File: config.mk
export PLATFORM = sky130hd
export DESIGN_NAME = ahbl_master
export DESIGN_NICKNAME = d
export VERILOG_FILES = /design/src/rtl/ahbl_master.sv
export SDC_FILE = /design/constraint.sdc
export NUM_CORES = 1
export LEC_CHECK = 0
export ABC_CLOCK_PERIOD_IN_PS = 1900
export BUFFER_PORTS_ARGS = -buffer_cell sky130_fd_sc_hd__buf_2
export CAP_MARGIN = 0
export CORE_AREA = 2 2 85 87
export CTS_CLUSTER_DIAMETER = 80
export DETAILED_ROUTE_END_ITERATION = 7
export DIE_AREA = 0 0 87 89
export PLACE_DENSITY = 0.77
export SYNTH_ARGS = -nofsm -noshare
export SYNTH_HDL_FRONTEND = slang
export SYNTH_SLANG_ARGS = --single-unit
File: constraint.sdc
create_clock -name clk -period 1.9 [get_ports clk]
set_clock_uncertainty 0.1 [all_clocks]
set_input_delay 0.285 -clock clk [delete_from_list [all_inputs] [get_ports clk]]
set_output_delay 0.285 -clock clk [all_outputs]
set_load 0.02 [all_outputs]
File: src/rtl/ahbl_master.sv
// AHB-Lite single-transfer master: turns a req/gnt/rvalid request port into
// pipelined NONSEQ SINGLE transfers, with the two-cycle ERROR response handled.
module ahbl_master #(
  parameter int          ADDR_WIDTH = 32,
  parameter int          DATA_WIDTH = 32,
  parameter logic [3:0]  HPROT_VAL  = 4'b0011
) (
  input  logic                  clk,
  input  logic                  rst,
  // request port
  input  logic                  req_i,
  input  logic                  we_i,
  input  logic [3:0]            be_i,
  input  logic [ADDR_WIDTH-1:0] addr_i,
  input  logic [DATA_WIDTH-1:0] wdata_i,
  output logic                  gnt_o,
  output logic                  rvalid_o,
  output logic [DATA_WIDTH-1:0] rdata_o,
  output logic                  err_o,
  // AHB-Lite master side
  output logic [ADDR_WIDTH-1:0] ahbl_haddr,
  output logic [2:0]            ahbl_hburst,
  output logic                  ahbl_hmastlock,
  output logic [3:0]            ahbl_hprot,
  output logic [2:0]            ahbl_hsize,
  output logic [1:0]            ahbl_htrans,
  output logic [DATA_WIDTH-1:0] ahbl_hwdata,
  output logic                  ahbl_hwrite,
  input  logic [DATA_WIDTH-1:0] ahbl_hrdata,
  input  logic                  ahbl_hready,
  input  logic                  ahbl_hresp
);

  localparam logic [1:0] HTRANS_IDLE   = 2'b00;
  localparam logic [1:0] HTRANS_NONSEQ = 2'b10;

  logic                  dphase_valid;
  logic                  dphase_we;
  logic [DATA_WIDTH-1:0] dphase_wdata;
  logic                  err_first_q;
  logic                  err_cycle;
  logic                  err_first;
  logic                  addr_ok;
  logic [1:0]            addr_lsb;

  // First ERROR cycle is seen combinationally and remembered for the second,
  // so no new address phase is issued across either cycle of the response.
  assign err_cycle = dphase_valid & ahbl_hresp & ~ahbl_hready;
  assign err_first = err_cycle | err_first_q;
  assign addr_ok   = req_i & ~err_first & ~rst;

  assign ahbl_hburst    = 3'b000;
  assign ahbl_hmastlock = 1'b0;
  assign ahbl_hprot     = HPROT_VAL;
  assign ahbl_htrans    = addr_ok ? HTRANS_NONSEQ : HTRANS_IDLE;
  assign ahbl_hwrite    = we_i;
  assign ahbl_haddr     = {addr_i[ADDR_WIDTH-1:2], addr_lsb};
  assign ahbl_hwdata    = dphase_wdata;

  assign gnt_o    = addr_ok & ahbl_hready;
  assign rvalid_o = dphase_valid & ahbl_hready;
  assign err_o    = rvalid_o & ahbl_hresp;
  assign rdata_o  = (dphase_valid & ~dphase_we) ? ahbl_hrdata : '0;

  // NOTE: every output of a combinational block gets a default first, so no path leaves it unassigned and no latch is inferred.
  always_comb begin
    ahbl_hsize = 3'b010;
    addr_lsb   = 2'b00;
    case (be_i)
      4'b1111: ahbl_hsize = 3'b010;
      4'b0011: ahbl_hsize = 3'b001;
      4'b1100: begin ahbl_hsize = 3'b001; addr_lsb = 2'b10; end
      4'b0001: ahbl_hsize = 3'b000;
      4'b0010: begin ahbl_hsize = 3'b000; addr_lsb = 2'b01; end
      4'b0100: begin ahbl_hsize = 3'b000; addr_lsb = 2'b10; end
      4'b1000: begin ahbl_hsize = 3'b000; addr_lsb = 2'b11; end
      default: begin ahbl_hsize = 3'b010; addr_lsb = 2'b00; end
    endcase
  end

  // NOTE: registers are updated with non-blocking assignments so every flop samples pre-edge values.
  always_ff @(posedge clk or posedge rst) begin
    if (rst) begin
      dphase_valid <= 1'b0;
      dphase_we    <= 1'b0;
      dphase_wdata <= '0;
      err_first_q  <= 1'b0;
    end else begin
      err_first_q <= err_cycle;
      if (gnt_o) begin
        dphase_valid <= 1'b1;
        dphase_we    <= we_i;
        dphase_wdata <= wdata_i;
      end else if (ahbl_hready) begin
        dphase_valid <= 1'b0;
      end
    end
  end

endmodule

==> impl_metrics.json <==
{
  "rsz0062_at_grt": "no",
  "synth_top_area_share_pct": 42.74,
  "netlist_area_um2": 2049,
  "crit_arrival_ps": 1440,
  "r2r_start": "err_first_q$_DFF_PP0_",
  "worstSkewPairLatency_ps": 280,
  "synth_edf_count": 0,
  "startpoint": "err_first_q$_DFF_PP0_",
  "ant_nets": 0,
  "routed_via_density": 4.227,
  "firstDrtPassIters": 3,
  "ys_ff_latch": 35,
  "clock_sink_count": 35,
  "final_nets": 391,
  "num_rows": 30,
  "clock_path_buffers": 2,
  "ys_warn_count": 0,
  "avgSynthCellArea_um2": 12.20,
  "comb_power_share_pct": 33.7,
  "overflow": 0,
  "synth_cell_type_count": 20,
  "final-max-slew-violation-count": 0,
  "hpwl_um": 4512,
  "timing.max_cap.violations": 0,
  "pwr_density_cell_nw_per_um2": 899.0,
  "place.gp.congestion": 0.7712,
  "leakagePower_nw": 1.547,
  "cp_max_fo": 18,
  "worstSetupPathType": "flip-flop to primary output",
  "holdCritPathClass": "primary input to flip-flop",
  "cts_tree": "yes",
  "htreeDepth": 2,
  "status": "completed",
  "final_cell_area_um2": 2741,
  "seq_power_share_pct": 39.2,
  "sw_frac_of_total_pct": 32.40,
  "finalHoldViolCount": 0,
  "synthArstFlopShare_pct": 100.0,
  "die_x_um": 87,
  "setup_viol": 0,
  "synth_common_cells": "buf_4 (42), dfrtp_1 (35), and2_1 (33)",
  "area_growth_pct": 33.76,
  "synth_top_flop_cell": "dfrtp_1",
  "drt_iter0_drc": 25,
  "synth_cells": 168,
  "synth_top_cell_by_area": "dfrtp_1",
  "crit_path_end_kind": "primary output",
  "period_minus_slack_ps": 1830,
  "grt_pass1_vias": 1546,
  "start_kind": "flip-flop",
  "die_area_um2": 7743,
  "drive_gt1_share_pct": 66.08,
  "io_pins": 219,
  "grt_max_degree": 36,
  "grt_usage_pct": 14.21,
  "wl_per_cell_um": 15.82,
  "drc": 0,
  "fin_crit_sh_pct": 96.29,
  "yosys-top-cells-area": "dfrtp_1 (43%), mux2_4 (21%), buf_4 (15%)",
  "placed_area_um2": 2574,
  "clock_power_share_pct": 27.0,
  "synth_most_common_cell": "buf_4",
  "vias": 1547,
  "antenna_found_initial": 0,
  "p_int_mw": 1.666,
  "core_area_um2": 6719,
  "portBuffers": 146,
  "drt_wl_total_um": 5791,
  "synth-seq-area-share_pct": 42.74,
  "ir_worst_vdd_uv": 405.2,
  "die_h_um": 89,
  "switchingPower_uw": 798.5,
  "grt_pass1_wl_um": 8121,
  "clkSlewWorstSetupHoldPaths_ps": 70,
  "num_antenna_cells": 0,
  "numCtsBuffers": 5,
  "hp-start": "wdata_i[16]",
  "start_util_pct": 30.50,
  "critPathRequiredTime_ps": 1510,
  "postCtsSetupRepairBufs": 0,
  "setup-tns-final_ps": 0,
  "max_freq_mhz": 546.6,
  "cts_root_buf": "clkbuf_8"
}
stage by stage:
step / setup slack, ps / hold slack [ps] / utilization [%] / power [mW] / cells
2_1_floorplan: 460.4 / 319.7 / - / 1.605 / 176
4_1_cts: 23.48 / 100.8 / 40.13 / 2.492 / 365
5_1_grt: 7.568 / 102.3 / 40.80 / 2.603 / 366
6_report: 70.46 / 111.9 / 40.80 / 2.465 / 366
3_5_place_dp: 306.9 / 169.8 / 38.31 / 1.803 / 356
3_3_place_gp: 323.3 / 170.0 / 38.31 / 1.789 / 356
cells in the final DEF (no fill, tap or decap), drive strengths merged:
| cell type | synthesis | routed |
|---|---|---|
| buf | 46 | 146 |
| dfrtp | 35 | 35 |
| and2 | 33 | 33 |
| mux2 | 33 | 33 |
| conb | 2 | 10 |
| clkbuf | 3 | 9 |
| inv | 2 | 2 |
| nor2 | 2 | 2 |
| xnor2 | 2 | 2 |
| nor3 | 2 | 2 |
| clkinv | 0 | 2 |
| and4bb | 1 | 1 |
| a21o | 1 | 1 |
| nor4bb | 1 | 1 |
| a31o | 1 | 1 |
| nor2b | 1 | 1 |
| and3 | 1 | 1 |
| and3b | 1 | 1 |
| nor4b | 1 | 1 |
| bufinv | 0 | 1 |
| dlygate4sd3 | 0 | 1 |
routing by layer:
| metal | vias to the layer above | track usage [%] | part of all wire [%] |
|---|---|---|---|
| li1 | 724 | - | - |
| met1 | 696 | 16.14 | 39 |
| met2 | 111 | 21.24 | 44 |
| met3 | 16 | 8.772 | 14 |
| met4 | 0 | 6.534 | 2.0 |
| met5 | - | 0 | 0 |
critical path: stages (launching register included):
cell      delay, ps
dfrtp_1         390
and4bb_2        370
buf_12          200
buf_2           190
logic make-up after synthesis:
logic type | count (synthesis) | share of synthesized area (%)
and+or+nand+nor | 43 | 13.49
DFF | 35 | 42.74
muxes | 33 | 23.26
AOI/OAI and AO/OA | 2 | 0.7939
xor gates and xnor gates | 2 | 0.8549
buffers and inverters | 51 | 18.50
other | 2 | 0.3664
cell type report:
class                           instances  area (um^2)
Fill cell                             646         3978
Timing Repair Buffer                  151        812.0
Clock buffer                            5        68.82
Tap cell                               80        100.1
Clock inverter                          3        43.79
Sequential cell                        35        875.8
Multi-Input combinational cell         90        833.3
Inverter                                2        7.507
power groups by stage:
stage / sequential, mW / combinational [mW] / clock (mW)
3_5_place_dp: 0.971 / 0.831 / 0
6_report: 0.967 / 0.831 / 0.666
4_1_cts: 0.967 / 0.831 / 0.693
3_3_place_gp: 0.975 / 0.814 / 0
2_1_floorplan: 1.15 / 0.458 / 0
5_1_grt: 0.986 / 0.885 / 0.731
flip-flops by register name, indices dropped and copies added (netlist names):
name,cells
ahbl_hwdata,32
dphase_valid,1
dphase_we,1
err_first_q,1
timing repair:
item / 4_1_cts / 5_1_grt
hold buffers: 1 / 0
hold endpoints to repair: 7 / 0
endpoints found under the setup margin: 0 / 18
gates resized for setup: 0 / 6
path summary, 6_finish.rpt:
kind / endpoint / slack, ps / depth (start not counted)
worst min-delay path: ahbl_hwdata[16]$_DFFE_PP0P_ / 110 / 2
worst max register to register: dphase_we$_DFFE_PP0P_ / 360 / 3
min in group asynchronous: err_first_q$_DFF_PP0_ / 420 / 3
worst min register to register: ahbl_hwdata[16]$_DFFE_PP0P_ / 390 / 1
max in group asynchronous: ahbl_hwdata[31]$_DFFE_PP0P_ / 640 / 4
worst max-delay path: gnt_o / 70 / 3
(Power assumes the default switching activity.)
